File: config.mk
export PLATFORM = sky130hd
export DESIGN_NAME = csr_trap_unit_flat
export DESIGN_NICKNAME = d
export VERILOG_FILES = /design/src/rtl/csr_pkg.sv /design/src/rtl/csr_trap_unit_if.sv /design/src/rtl/csr_counter64.sv /design/src/rtl/csr_trap_unit.sv /design/src/flat_wrapper.sv
export SDC_FILE = /design/constraint.sdc
export NUM_CORES = 1
export LEC_CHECK = 0
export ABC_AREA = 1
export CORE_MARGIN = 1
export CORE_UTILIZATION = 40
export DETAILED_ROUTE_END_ITERATION = 7
export PLACE_DENSITY = 0.66
export SLEW_MARGIN = 20
export SYNTH_ARGS = -nofsm -noshare
export SYNTH_HDL_FRONTEND = slang
export SYNTH_HIERARCHICAL = 1
export SYNTH_SLANG_ARGS = --single-unit
File: constraint.sdc
create_clock -name clk -period 2.4 [get_ports clk]
set_clock_uncertainty 0.15 [all_clocks]
set_input_delay 0.24 -clock clk [delete_from_list [all_inputs] [get_ports clk]]
set_output_delay 0.24 -clock clk [all_outputs]
set_load 0.02 [all_outputs]
File: src/rtl/csr_pkg.sv
// rtl/csr_pkg.sv - CSR addresses, op encoding, trap cause codes and status bit indices
package csr_pkg;

    localparam logic [11:0] CSR_MSTATUS   = 12'h300;
    localparam logic [11:0] CSR_MIE       = 12'h304;
    localparam logic [11:0] CSR_MTVEC     = 12'h305;
    localparam logic [11:0] CSR_MSCRATCH  = 12'h340;
    localparam logic [11:0] CSR_MEPC      = 12'h341;
    localparam logic [11:0] CSR_MCAUSE    = 12'h342;
    localparam logic [11:0] CSR_MIP       = 12'h344;
    localparam logic [11:0] CSR_MCYCLE    = 12'hB00;
    localparam logic [11:0] CSR_MINSTRET  = 12'hB02;
    localparam logic [11:0] CSR_MCYCLEH   = 12'hB80;
    localparam logic [11:0] CSR_MINSTRETH = 12'hB82;

    typedef enum logic [1:0] {
        CSR_OP_NONE  = 2'b00,
        CSR_OP_WRITE = 2'b01,
        CSR_OP_SET   = 2'b10,
        CSR_OP_CLEAR = 2'b11
    } csr_op_e;

    localparam logic [3:0] CAUSE_MEI = 4'd11;
    localparam logic [3:0] CAUSE_MTI = 4'd7;

    localparam int MSTATUS_MIE  = 3;
    localparam int MSTATUS_MPIE = 7;
    localparam int IRQ_MTI_BIT  = 7;
    localparam int IRQ_MEI_BIT  = 11;

endpackage

File: src/rtl/csr_trap_unit_if.sv
// rtl/csr_trap_unit_if.sv - CSR instruction access bus between pipeline and CSR file
interface csr_trap_unit_if #(
    parameter int XLEN = 32
);
    logic            csr_wr;
    logic [1:0]      csr_op;
    logic [11:0]     addr_csr;
    logic [XLEN-1:0] csr_wdata;
    logic [XLEN-1:0] csr_rdata;
    logic            illegal_csr;

    modport master (
        output csr_wr, csr_op, addr_csr, csr_wdata,
        input  csr_rdata, illegal_csr
    );

    modport slave (
        input  csr_wr, csr_op, addr_csr, csr_wdata,
        output csr_rdata, illegal_csr
    );
endinterface

File: src/rtl/csr_counter64.sv
// rtl/csr_counter64.sv - 64-bit free/enabled counter with independent 32-bit half writes
module csr_counter64 (
    input  logic        clk,
    input  logic        reset,
    input  logic        i_inc,
    input  logic        i_wr_lo,
    input  logic        i_wr_hi,
    input  logic [31:0] i_wdata,
    output logic [63:0] o_count
);
    logic [63:0] r_count;
    logic [63:0] w_next;

    // A written half takes the CSR value; the other half keeps the increment (and its carry).
    assign w_next = r_count + {63'd0, i_inc};

    always_ff @(posedge clk) begin
        if (reset) begin
            r_count <= '0;
        end else begin
            r_count[31:0]  <= i_wr_lo ? i_wdata : w_next[31:0];
            r_count[63:32] <= i_wr_hi ? i_wdata : w_next[63:32];
        end
    end

    assign o_count = r_count;
endmodule

File: src/rtl/csr_trap_unit.sv
// rtl/csr_trap_unit.sv - machine-mode CSR file with interrupt trap entry and MRET return
// Optional mcycle/minstret counters enabled by defining CSR_COUNTERS_EN.
module csr_trap_unit
    import csr_pkg::*;
#(
    parameter int              XLEN      = 32,
    parameter logic [XLEN-1:0] MTVEC_RST = '0,
    parameter bit              VECTORED  = 1'b1
) (
    input  logic            clk,
    input  logic            reset,
    csr_trap_unit_if.slave  bus,
    input  logic [XLEN-1:0] PC_MW,
    input  logic            is_mret,
    input  logic            ext_irq,
    input  logic            timer_irq,
    input  logic            instr_ret,
    output logic            trap_taken,
    output logic [XLEN-1:0] epc_evec
);
    localparam logic [XLEN-1:0] MTVEC_RST_M =
        VECTORED ? MTVEC_RST : {MTVEC_RST[XLEN-1:2], 2'b00};

    logic            r_mst_mie, r_mst_mpie;
    logic            r_mie_mtie, r_mie_meie;
    logic            r_mip_mtip, r_mip_meip;
    logic [XLEN-1:0] r_mtvec, r_mscratch, r_mepc, r_mcause;

    logic            w_irq_mei, w_irq_mti, w_irq_req;
    logic [3:0]      w_cause;
    logic [XLEN-1:0] w_base;
    logic            w_vec;
    logic [XLEN-1:0] w_rdata, w_new;
    logic            w_impl, w_wr_en;

`ifdef CSR_COUNTERS_EN
    logic [63:0] w_mcycle, w_minstret;

    csr_counter64 u_mcycle (
        .clk     (clk),
        .reset   (reset),
        .i_inc   (1'b1),
        .i_wr_lo (w_wr_en && bus.addr_csr == CSR_MCYCLE),
        .i_wr_hi (w_wr_en && bus.addr_csr == CSR_MCYCLEH),
        .i_wdata (w_new[31:0]),
        .o_count (w_mcycle)
    );

    csr_counter64 u_minstret (
        .clk     (clk),
        .reset   (reset),
        .i_inc   (instr_ret),
        .i_wr_lo (w_wr_en && bus.addr_csr == CSR_MINSTRET),
        .i_wr_hi (w_wr_en && bus.addr_csr == CSR_MINSTRETH),
        .i_wdata (w_new[31:0]),
        .o_count (w_minstret)
    );
`else
    logic w_unused_instr_ret;
    assign w_unused_instr_ret = instr_ret;
`endif

    assign w_irq_mei = r_mst_mie & r_mie_meie & r_mip_meip;
    assign w_irq_mti = r_mst_mie & r_mie_mtie & r_mip_mtip;
    assign w_irq_req = w_irq_mei | w_irq_mti;
    assign w_cause   = w_irq_mei ? CAUSE_MEI : CAUSE_MTI;
    assign w_base    = {r_mtvec[XLEN-1:2], 2'b00};
    assign w_vec     = VECTORED && (r_mtvec[1:0] != 2'b00);

    always_comb begin
        trap_taken = w_irq_req | is_mret;
        epc_evec   = '0;
        if (w_irq_req) begin
            epc_evec = w_vec ? w_base + XLEN'({w_cause, 2'b00}) : w_base;
        end else if (is_mret) begin
            epc_evec = r_mepc;
        end
    end

    always_comb begin
        w_rdata = '0;
        w_impl  = 1'b1;
        case (bus.addr_csr)
            CSR_MSTATUS: begin
                w_rdata[MSTATUS_MIE]  = r_mst_mie;
                w_rdata[MSTATUS_MPIE] = r_mst_mpie;
                w_rdata[12:11]        = 2'b11;
            end
            CSR_MIE: begin
                w_rdata[IRQ_MTI_BIT] = r_mie_mtie;
                w_rdata[IRQ_MEI_BIT] = r_mie_meie;
            end
            CSR_MTVEC:    w_rdata = r_mtvec;
            CSR_MSCRATCH: w_rdata = r_mscratch;
            CSR_MEPC:     w_rdata = r_mepc;
            CSR_MCAUSE:   w_rdata = r_mcause;
            CSR_MIP: begin
                w_rdata[IRQ_MTI_BIT] = r_mip_mtip;
                w_rdata[IRQ_MEI_BIT] = r_mip_meip;
            end
`ifdef CSR_COUNTERS_EN
            CSR_MCYCLE:    w_rdata = XLEN'(w_mcycle[31:0]);
            CSR_MCYCLEH:   w_rdata = XLEN'(w_mcycle[63:32]);
            CSR_MINSTRET:  w_rdata = XLEN'(w_minstret[31:0]);
            CSR_MINSTRETH: w_rdata = XLEN'(w_minstret[63:32]);
`endif
            default: w_impl = 1'b0;
        endcase
    end

    always_comb begin
        case (csr_op_e'(bus.csr_op))
            CSR_OP_WRITE: w_new = bus.csr_wdata;
            CSR_OP_SET:   w_new = w_rdata | bus.csr_wdata;
            CSR_OP_CLEAR: w_new = w_rdata & ~bus.csr_wdata;
            default:      w_new = w_rdata;
        endcase
    end

    // An interrupt taken this cycle squashes the CSR instruction's write.
    assign w_wr_en = bus.csr_wr && (bus.csr_op != CSR_OP_NONE) && w_impl && !w_irq_req;

    assign bus.csr_rdata   = w_rdata;
    assign bus.illegal_csr = bus.csr_wr & ~w_impl;

    always_ff @(posedge clk) begin
        if (reset) begin
            r_mst_mie  <= 1'b0;
            r_mst_mpie <= 1'b0;
            r_mie_mtie <= 1'b0;
            r_mie_meie <= 1'b0;
            r_mip_mtip <= 1'b0;
            r_mip_meip <= 1'b0;
            r_mtvec    <= MTVEC_RST_M;
            r_mscratch <= '0;
            r_mepc     <= '0;
            r_mcause   <= '0;
        end else begin
            r_mip_meip <= ext_irq;
            r_mip_mtip <= timer_irq;
            if (w_irq_req) begin
                r_mepc     <= {PC_MW[XLEN-1:2], 2'b00};
                r_mcause   <= {1'b1, (XLEN-1)'(w_cause)};
                r_mst_mpie <= r_mst_mie;
                r_mst_mie  <= 1'b0;
            end else begin
                if (w_wr_en) begin
                    case (bus.addr_csr)
                        CSR_MSTATUS: if (!is_mret) begin
                            r_mst_mie  <= w_new[MSTATUS_MIE];
                            r_mst_mpie <= w_new[MSTATUS_MPIE];
                        end
                        CSR_MIE: begin
                            r_mie_mtie <= w_new[IRQ_MTI_BIT];
                            r_mie_meie <= w_new[IRQ_MEI_BIT];
                        end
                        CSR_MTVEC:    r_mtvec    <= VECTORED ? w_new : {w_new[XLEN-1:2], 2'b00};
                        CSR_MSCRATCH: r_mscratch <= w_new;
                        CSR_MEPC:     r_mepc     <= {w_new[XLEN-1:2], 2'b00};
                        CSR_MCAUSE:   r_mcause   <= w_new;
                        default: ;
                    endcase
                end
                if (is_mret) begin
                    r_mst_mie  <= r_mst_mpie;
                    r_mst_mpie <= 1'b1;
                end
            end
        end
    end
endmodule

File: src/flat_wrapper.sv
// flat-port wrapper written by rule: the top's interface ports become plain ports
module csr_trap_unit_flat import csr_pkg::*;
#(
    parameter int              XLEN      = 32,
    parameter logic [XLEN-1:0] MTVEC_RST = '0,
    parameter bit              VECTORED  = 1'b1
)
  (clk, reset, PC_MW, is_mret, ext_irq, timer_irq, instr_ret, trap_taken, epc_evec, bus_csr_wr, bus_csr_op, bus_addr_csr, bus_csr_wdata, bus_csr_rdata, bus_illegal_csr);
  csr_trap_unit_if #(.XLEN(XLEN)) bus_i ();
  input  logic clk;
  input  logic reset;
  input  logic [XLEN-1:0] PC_MW;
  input  logic is_mret;
  input  logic ext_irq;
  input  logic timer_irq;
  input  logic instr_ret;
  output logic trap_taken;
  output logic [XLEN-1:0] epc_evec;
  input wire logic [$bits(bus_i.csr_wr)-1:0] bus_csr_wr;
  input wire logic [$bits(bus_i.csr_op)-1:0] bus_csr_op;
  input wire logic [$bits(bus_i.addr_csr)-1:0] bus_addr_csr;
  input wire logic [$bits(bus_i.csr_wdata)-1:0] bus_csr_wdata;
  output wire logic [$bits(bus_i.csr_rdata)-1:0] bus_csr_rdata;
  output wire logic [$bits(bus_i.illegal_csr)-1:0] bus_illegal_csr;
  assign bus_i.csr_wr = bus_csr_wr;
  assign bus_i.csr_op = bus_csr_op;
  assign bus_i.addr_csr = bus_addr_csr;
  assign bus_i.csr_wdata = bus_csr_wdata;
  assign bus_csr_rdata = bus_i.csr_rdata;
  assign bus_illegal_csr = bus_i.illegal_csr;
  csr_trap_unit #(.XLEN(XLEN), .MTVEC_RST(MTVEC_RST), .VECTORED(VECTORED)) u_core (.clk(clk), .reset(reset), .bus(bus_i), .PC_MW(PC_MW), .is_mret(is_mret), .ext_irq(ext_irq), .timer_irq(timer_irq), .instr_ret(instr_ret), .trap_taken(trap_taken), .epc_evec(epc_evec));
endmodule
==> key figures, run 1 <==
Run status
  • Result of the run: finished with violations
  • Violated checks: negative setup slack

Critical path
  • Buffering stage count on the worst path with inverters included: 3
  • Highest-delay cell along the critical path: dfxtp_2
  • Crit. path cell count: 12
  • Maximum single-stage delay on the critical path: 0.36 ns
  • List of cells traversed by the critical path: nand3_4 -> ha_4 -> buf_6 -> nand3b_1 -> nand2_2 -> nand2_2 -> nor2_4 -> buf_4 -> nand4_1 -> xnor2_1 -> a22o_1 -> buf_6
  • Required @ worst endpoint: 2.01 ns
  • Worst R2R Path Depth: 10
  • Top cell family by delay on the critical path: simple AND/OR/NAND/NOR gates
  • Critical Path Start Type: flop
  • Arrival time of the worst setup path: 2.45 ns
  • Worst Setup Path Type: flop to output pin
  • Crit-path max FO: 3
  • Critical path endpoint category: output pin

Detailed routing
  • Total via count after detailed routing: 10862
  • Detailed-route wire length: 36200 um
  • 1st-pass router iterations: 6
  • Violation count after the first detailed-routing iteration: 1113
  • Number of design rule violations left after detail routing: 0
  • Post-route antenna net violation count: 0
  • Routed wire length per instance: 18.3 um
  • DR vias/cell: 5.47

Hold path
  • Worst hold-check path type: input port to flop
  • Hold Path Cell Cnt: 2

Global route
  • Initial antenna violation count: 0
  • Wire length of the first global-routing pass: 55800 um
  • Maximum number of pins on one net before global-route repair: 37
  • Total congestion overflow after global routing: 0
  • Via count of the first global-routing pass: 10176
  • Global router's overall resource usage: 33.7%

Die
  • Effective utilization at floorplan: 41.1%
  • DIE WIDTH: 147 um
  • DIE HEIGHT: 147 um
  • # rows: 52
  • Die Footprint: 0.0215 sq mm
  • I/O pins: 151
  • Area of the core: 0.0204 sq mm

Power
  • Sequential power share: 41.4%
  • Leakage component of the power: 5.73 nW
  • Cell Pwr Density: 424 mW/mm^2
  • Cell internal pwr: 3.97 mW
  • Clock network fraction of total power: 48.5%
  • Switching Power: 1.34 mW
  • Sum of internal, switching and leakage power: 5.32 mW
  • Sw Ratio: 25.3%
  • Worst IR drop on VDD: 0.000499 V
  • Combinational Power Share: 10.1%

Timing
  • Worst-margin pin slew: 0.603 ns
  • Max-slew headroom at the worst pin: 59.8%
  • Tmin final: 2.84 ns
  • Setup TNS: -8.70 ns
  • Post-Route Hold Slack: 0.199 ns
  • Final period util: 118%
  • Final-report hold violation count: 0
  • Count of final setup violators: 28
  • Highest achievable clock rate: 352 MHz
  • Number of pins with negative max-slew slack in the final report: 0
  • Setup repair after global routing missed its margin: true
  • Final critical-path setup slack: -0.442 ns

Layout
  • Commonest cells after routing, fill and taps aside: nand2_1 (505), buf_4 (173), dfxtp_1 (129)
  • Non-Filler Cell Area, Final: 0.0125 sq mm
  • Most common cell after layout, fill and taps aside: nand2_1
  • Area grow syn2layout: 49.6%
  • Number of diodes: 0
  • Fraction of final layout cells sized beyond drive strength 1: 24.9%
  • Layout Nets: 1789
  • Fillcell total: 1938

Placed design
  • Final weighted congestion of routability-driven global placement: 0.961
  • Count of buffers from port buffering: 145
  • Pre-CTS worst setup slack: -0.693 ns
  • DP Area: 0.0115 sq mm
  • Sum of net half-perimeters after detailed placement: 26100 um

Clock tree
  • Total of hold buffers inserted after clock tree synthesis: 0
  • CTS tree: done
  • Maximum buffer depth of the clock tree: 2
  • Clock transition at the registers of the reported paths: 0.06 ns
  • Clock buffers created by TritonCTS: 17
  • Number of clock sinks: 132
  • Cell at the root of the clock tree: clkbuf_16
  • Clk Latency, worst-skew pair: 0.42 ns
  • Number of H-tree branching levels: 4

Synth
  • Cell count after synthesis: 1408
  • Share of the yosys chip area belonging to registers: 31.5%
  • Synth unique cells: 36
  • Synthesized area per cell: 5.95 sq um
  • Cell area after synthesis: 0.00838 sq mm
  • Total of warnings raised by yosys: 6
  • Seq cells post-synth: 132

Flow run
  • Number of violations of the max-capacitance limit: 0
==> cell usage after synthesis, drive strengths merged <==
cell type	instances	share of area [%]
a32o	4	0.48
o22ai	1	0.075
o31ai	1	0.090
nand2	531	24
a21oi	106	6.3
a31oi	1	0.075
buf	39	2.8
xnor2	5	0.52
clkbuf	38	1.7
inv	81	3.6
nand3b	1	0.090
nor2	137	6.9
dfxtp	132	32
nand4	31	2.4
or2	15	1.1
xor2	6	0.63
a22o	5	0.52
o21ai	122	7.4
o211ai	1	0.090
a31o	1	0.10
a21boi	1	0.090
nand3	138	8.6
ha	3	0.45
nor3	7	0.42
conb	1	0.045
==> repair_timing <==
action	CTS	global route
hold endpoints to repair	0	0
buffers inserted	11	10
gates resized for setup	370	74
pin swaps	33	31
endpoints found under the setup margin	64	76
cloned	2	2
==> flip-flops by register name, summed over array words and instances, names as in the netlist, 30 cells and up <==
| name | cells |
|---|---|
| u_core/r_mcause | 32 |
| u_core/r_mepc | 30 |
| u_core/r_mtvec | 32 |
| u_core/r_mscratch | 32 |
==> worst paths after layout <==
check,startpoint,to,slack (ns)
setup / recovery,u_core/r_mip_meip$_SDFF_PP0_,epc_evec[28],-0.44
hold / removal,reset,u_core/r_mtvec[15]$_SDFFE_PP0P_,0.20
setup reg to reg,u_core/r_mip_meip$_SDFF_PP0_,u_core/r_mtvec[17]$_SDFFE_PP0P_,0.15
hold reg to reg,u_core/r_mcause[12]$_SDFFE_PP0P_,u_core/r_mcause[12]$_SDFFE_PP0P_,0.30
==> area by class of cell <==
cell class	instances	area, sq um	area share, %
clock buffers	21	480	3.83
clock inverters	11	103	0.819
inverters	81	308	2.46
multi-input cells	1119	5400	43.1
flip-flops and latches	132	2650	21.1
well taps	270	338	2.70
repair buffers	350	3260	26.0
==> power groups by stage <==
stage          sequential, mW  combinational, mW  clock (mW)
2_1_floorplan            2.25              0.203           0
3_3_place_gp             2.25              0.509           0
3_5_place_dp             2.25              0.508           0
4_1_cts                  2.20              0.519        2.59
5_1_grt                  2.20              0.574        2.69
6_report                 2.20              0.539        2.58
==> worst reg2reg max path: stages, from the launching register on <==
cell	delay (ns)
dfxtp_2	0.34
nand3_4	0.12
buf_4	0.15
nand2_4	0.07
clkinv_2	0.17
buf_6	0.27
nand3_4	0.16
nor2_4	0.21
buf_12	0.21
nand2_1	0.14
a21oi_1	0.18
==> metal layers <==
layer  GRT usage [%]  vias to the layer above  wire, um  share of wire (%)
met5            2.50                        -        78               0.22
met4            14.9                        2      1250                3.5
met3            8.26                       98      3910                 11
met2            49.4                      613     15400                 43
met1            46.3                     4982     15600                 43
li1                -                     5167         -                  -
==> metrics by stage <==
step / instances / util, %
floorplan: 1409 / -
global placement: 1929 / 56.3
detailed placement: 1929 / 56.3
CTS: 1973 / 60.5
global route: 1984 / 61.5
finish: 1984 / 61.5
==> cell families after synthesis <==
| kind of cell | share of synthesized area [%] |
|---|---|
| AOI/OAI and AO/OA | 15.3 |
| xor gates and xnor gates | 1.15 |
| adders and majority gates | 0.448 |
| buffers and inverters | 8.11 |
| DFF | 31.5 |
| other | 0.0448 |
| and+or+nand+nor | 43.4 |
(Power assumes the default switching activity.)
==> inputs of run 2 (changes only) <==
--- a/config.mk
+++ b/config.mk
@@ -8,10 +8,11 @@
 export ABC_AREA = 1
 export CORE_MARGIN = 1
 export CORE_UTILIZATION = 40
+export CTS_BUF_LIST = sky130_fd_sc_hd__clkbuf_4 sky130_fd_sc_hd__clkbuf_8
 export DETAILED_ROUTE_END_ITERATION = 7
+export HOLD_SLACK_MARGIN = 0.05
 export PLACE_DENSITY = 0.66
 export SLEW_MARGIN = 20
 export SYNTH_ARGS = -nofsm -noshare
 export SYNTH_HDL_FRONTEND = slang
-export SYNTH_HIERARCHICAL = 1
 export SYNTH_SLANG_ARGS = --single-unit
==> run 2 against run 1 <==
  * The run still ends with negative setup slack left
  * Sequential power hardly changed
  * Die area is 0.72% higher
  * Total power is 9.6% lower
  * Clock power is 17% lower
==> key figures, run 2 <==
Synth
  • Most common library cells after synthesis: nand2_1 (283), nor2_1 (216), o21ai_0 (198)
  • Leading post-synthesis cells by cell area: dfxtp_1 (31%), nand2_1 (13%), o21ai_0 (12%)
  • Async set-reset flop share out of synthesis: 0% (unchanged)
  • Xor and xnor area share after synthesis: 1.04% (-0.11 points)
  • Cell count after synthesis: 1396 (-0.85%)
  • Total of warnings raised by yosys: 0 (-6)
  • Most used standard cell by instance count after synthesis: nand2_1
  • Simple-gate portion of the synthesized area: 38.4% (-5.0 points)
  • Cell area after synthesis: 0.00844 sq mm (+0.73%)
  • Synth area leader: dfxtp_1
  • Synthesized area per cell: 6.04 sq um (+1.6%)
  • Area share of the largest cell type after synthesis: 31.3% (-0.23 points)
  • Share of the yosys chip area belonging to registers: 31.3% (-0.23 points)
  • Complex-gate fraction of the synthesized area: 18.8% (+3.5 points)
  • Combinational family with the most area after synthesis: simple AND/OR/NAND/NOR gates
  • Mux share of post-synthesis cell area: 0% (unchanged)
  • Fraction of the mapped netlist area in adder cells: 0.445% (-0.0033 points)
  • Synth unique cells: 37 (+2.8%)
  • Number of enable flip-flop cells after synthesis: 0 (unchanged)
  • Seq cells post-synth: 132 (unchanged)
  • Synth Flop Type: dfxtp_1

Die
  • DIE HEIGHT: 147 um (+0.36%)
  • Area of the core: 0.0204 sq mm (+0.32%)
  • DIE WIDTH: 147 um (+0.36%)
  • Die Footprint: 0.0217 sq mm (+0.72%)
  • Effective utilization at floorplan: 41.3% (+0.17 points)
  • # rows: 52 (unchanged)
  • I/O pins: 151 (unchanged)

Run status
  • Violated checks: negative setup slack
  • Result of the run: finished with violations

Layout
  • Registers with the most flip-flops: u_core.r_mcause x32, u_core.r_mscratch x32, u_core.r_mtvec x32
  • Most common cell after layout, fill and taps aside: nand2_1
  • Fillcell total: 1961 (+1.2%)
  • Non-Filler Cell Area, Final: 0.0125 sq mm (-0.63%)
  • Number of diodes: 0 (unchanged)
  • Total area of multi-input combinational cells: 0.00538 sq mm (-0.23%)
  • Area grow syn2layout: 47.6%
  • Sequential cell area in the final layout: 0.00265 sq mm (unchanged)
  • Commonest cells after routing, fill and taps aside: nand2_1 (263), nor2_1 (204), buf_4 (172)
  • Post-route insts no fill: 1965 (-0.96%)
  • Fraction of final layout cells sized beyond drive strength 1: 26.5% (+1.6 points)
  • Layout Nets: 1770 (-1.1%)

Timing
  • Final critical-path setup slack: -0.389 ns (+0.0533 ns)
  • Worst-margin pin slew: 0.513 ns (-0.0900 ns)
  • Tmin final: 2.79 ns (-0.0533 ns)
  • Final-report hold violation count: 0 (unchanged)
  • Number of pins with negative max-slew slack in the final report: 0 (unchanged)
  • Setup repair after global routing missed its margin: true
  • Max-slew headroom at the worst pin: 65.5% (+5.7 points)
  • Final period util: 116% (-2.2 points)
  • Setup TNS: -8.27 ns (+0.423 ns)
  • Count of final setup violators: 28 (unchanged)
  • Highest achievable clock rate: 359 MHz (+1.9%)

Placed design
  • Sum of net half-perimeters after detailed placement: 26100 um (-0.11%)
  • Count of buffers from port buffering: 145 (unchanged)
  • DP Area: 0.0114 sq mm (-0.27%)
  • Number of placed instances with taps included: 1910 (-0.98%)
  • Final weighted congestion of routability-driven global placement: 0.992 (+3.2%)
  • Pre-CTS worst setup slack: -0.579 ns (+0.114 ns)

Power
  • Leakage component of the power: 5.72 nW (-0.12%)
  • Cell Pwr Density: 386 mW/mm^2 (-9.0%)
  • Worst IR drop on VDD: 0.000352 V (-29%)
  • Sum of internal, switching and leakage power: 4.81 mW (-9.6%)

Detailed routing
  • Post-route antenna net violation count: 0 (unchanged)
  • 1st-pass router iterations: 8 (+2)
  • Number of design rule violations left after detail routing: 0 (unchanged)
  • Total via count after detailed routing: 10621 (-2.2%)
  • DR vias/cell: 5.41 (-1.3%)
  • Routed wire length per instance: 18.5 um (+1.3%)
  • Detailed-route wire length: 36400 um (+0.31%)
  • Violation count after the first detailed-routing iteration: 1102 (-0.99%)

Clock tree
  • Clock transition at the registers of the reported paths: 0.09 ns (+0.03 ns)
  • Clock buffers created by TritonCTS: 17 (unchanged)
  • Number of clock sinks: 132 (unchanged)
  • Clk Latency, worst-skew pair: 0.46 ns (+0.04 ns)
  • CTS tree: done
  • Number of H-tree branching levels: 4 (unchanged)
  • Maximum buffer depth of the clock tree: 2 (unchanged)
  • Total of hold buffers inserted after clock tree synthesis: 0 (unchanged)
  • Cell at the root of the clock tree: clkbuf_8

Global route
  • Initial antenna violation count: 0 (unchanged)
  • Wire length of the first global-routing pass: 54200 um (-3.0%)
  • Global Route met2 Usage: 47.3% (-2.1 points)
  • Maximum number of pins on one net before global-route repair: 54 (+46%)
  • Via count of the first global-routing pass: 9671 (-5.0%)
  • Most Crowded Layer GR: met1
  • Met3 usage in global routing: 7.24% (-1.0 points)
  • Global router's overall resource usage: 32.7% (-0.98 points)
  • Total congestion overflow after global routing: 0 (unchanged)
  • Met1 capacity usage during global routing: 47.5% (+1.2 points)

Critical path
  • Critical path endpoint category: output pin
  • Critical Path Start Type: flop
  • Crit-path max FO: 4 (+1)
  • Worst Setup Path Type: flop to output pin
  • Required @ worst endpoint: 2.01 ns (about the same)
  • Arrival time of the worst setup path: 2.40 ns (-0.05 ns)
  • Worst R2R Path Depth: 13 (+3)

Hold path
  • Hold Path Cell Cnt: 3 (+1)
  • Worst hold-check path type: input port to flop

Flow run
  • Number of violations of the max-capacitance limit: 0 (unchanged)
==> run 2: through the flow <==
step | utilization [%] | hold WS, ns
6_report | 61.0 | 0.142
4_1_cts | 59.5 | 0.143
3_3_place_gp | 55.9 | 0.284
5_1_grt | 61.0 | 0.158
2_1_floorplan | - | 0.197
3_5_place_dp | 55.9 | 0.292
==> run 2: final timing paths <==
path	startpoint	to	slack, ns
max	u_core.r_mie_meie$_SDFFE_PP0P_	epc_evec[31]	-0.39
min	timer_irq	u_core.r_mip_mtip$_SDFF_PP0_	0.14
max reg2reg	u_core.r_mie_meie$_SDFFE_PP0P_	u_core.r_mscratch[18]$_SDFFE_PP0P_	0.03
min reg2reg	u_core.r_mcause[14]$_SDFFE_PP0P_	u_core.r_mcause[14]$_SDFFE_PP0P_	0.30
==> run 2: area by class of cell <==
class | instances | area share [%]
timing repair buffer | 343 | 25.4
tap | 270 | 2.71
inverter | 126 | 3.91
sequential | 132 | 21.3
clock inverter | 14 | 1.59
clock buffer | 18 | 1.94
multi-input combinational | 1062 | 43.2
==> run 2: metal layers <==
layer | up-vias | routed length [um]
li1 | 5134 | -
met1 | 4830 | 16100
met2 | 590 | 15400
met3 | 67 | 3970
met4 | 0 | 867
met5 | - | 0
==> run 2: what timing repair did <==
| action | CTS | global route |
|---|---|---|
| endpoints found under the setup margin | 90 | 97 |
| cloned | 1 | 3 |
| endpoints found under the hold margin | 0 | 0 |
| gates resized for setup | 375 | 100 |
| setup buffers | 6 | 13 |
| pin swaps | 39 | 43 |
==> run 2: cells by family (layout without fill, tap and decap cells) <==
| group | count (synthesis) | count (layout) |
|---|---|---|
| flip-flops | 132 | 132 |
| buffers and inverters | 203 | 501 |
| AO/OA/AOI/OAI | 307 | 307 |
| other | 1 | 2 |
| AND/OR/NAND/NOR | 740 | 740 |
| adder cells (fa/ha/maj) | 3 | 3 |
| XOR/XNOR | 10 | 10 |
==> run 2: critical path: stages, from the launching register on <==
cell and delay, ns:
dfxtp_2 0.34, nand3_4 0.12, inv_4 0.05, ha_4 0.30
nand2_2 0.08, buf_6 0.15, o21ai_2 0.17, nor2_1 0.06
nor2_1 0.14, nand2_1 0.07, nand2_1 0.06, a21oi_1 0.06
o21ai_1 0.12, nand2_1 0.07, buf_4 0.15
==> run 2: where the power goes <==
part	total [mW]	internal, mW	switching [mW]
logic	0.484	0.223	0.261
clock network	2.13	1.15	0.971
registers	2.20	2.19	0.00304
total	4.81	3.57	1.24
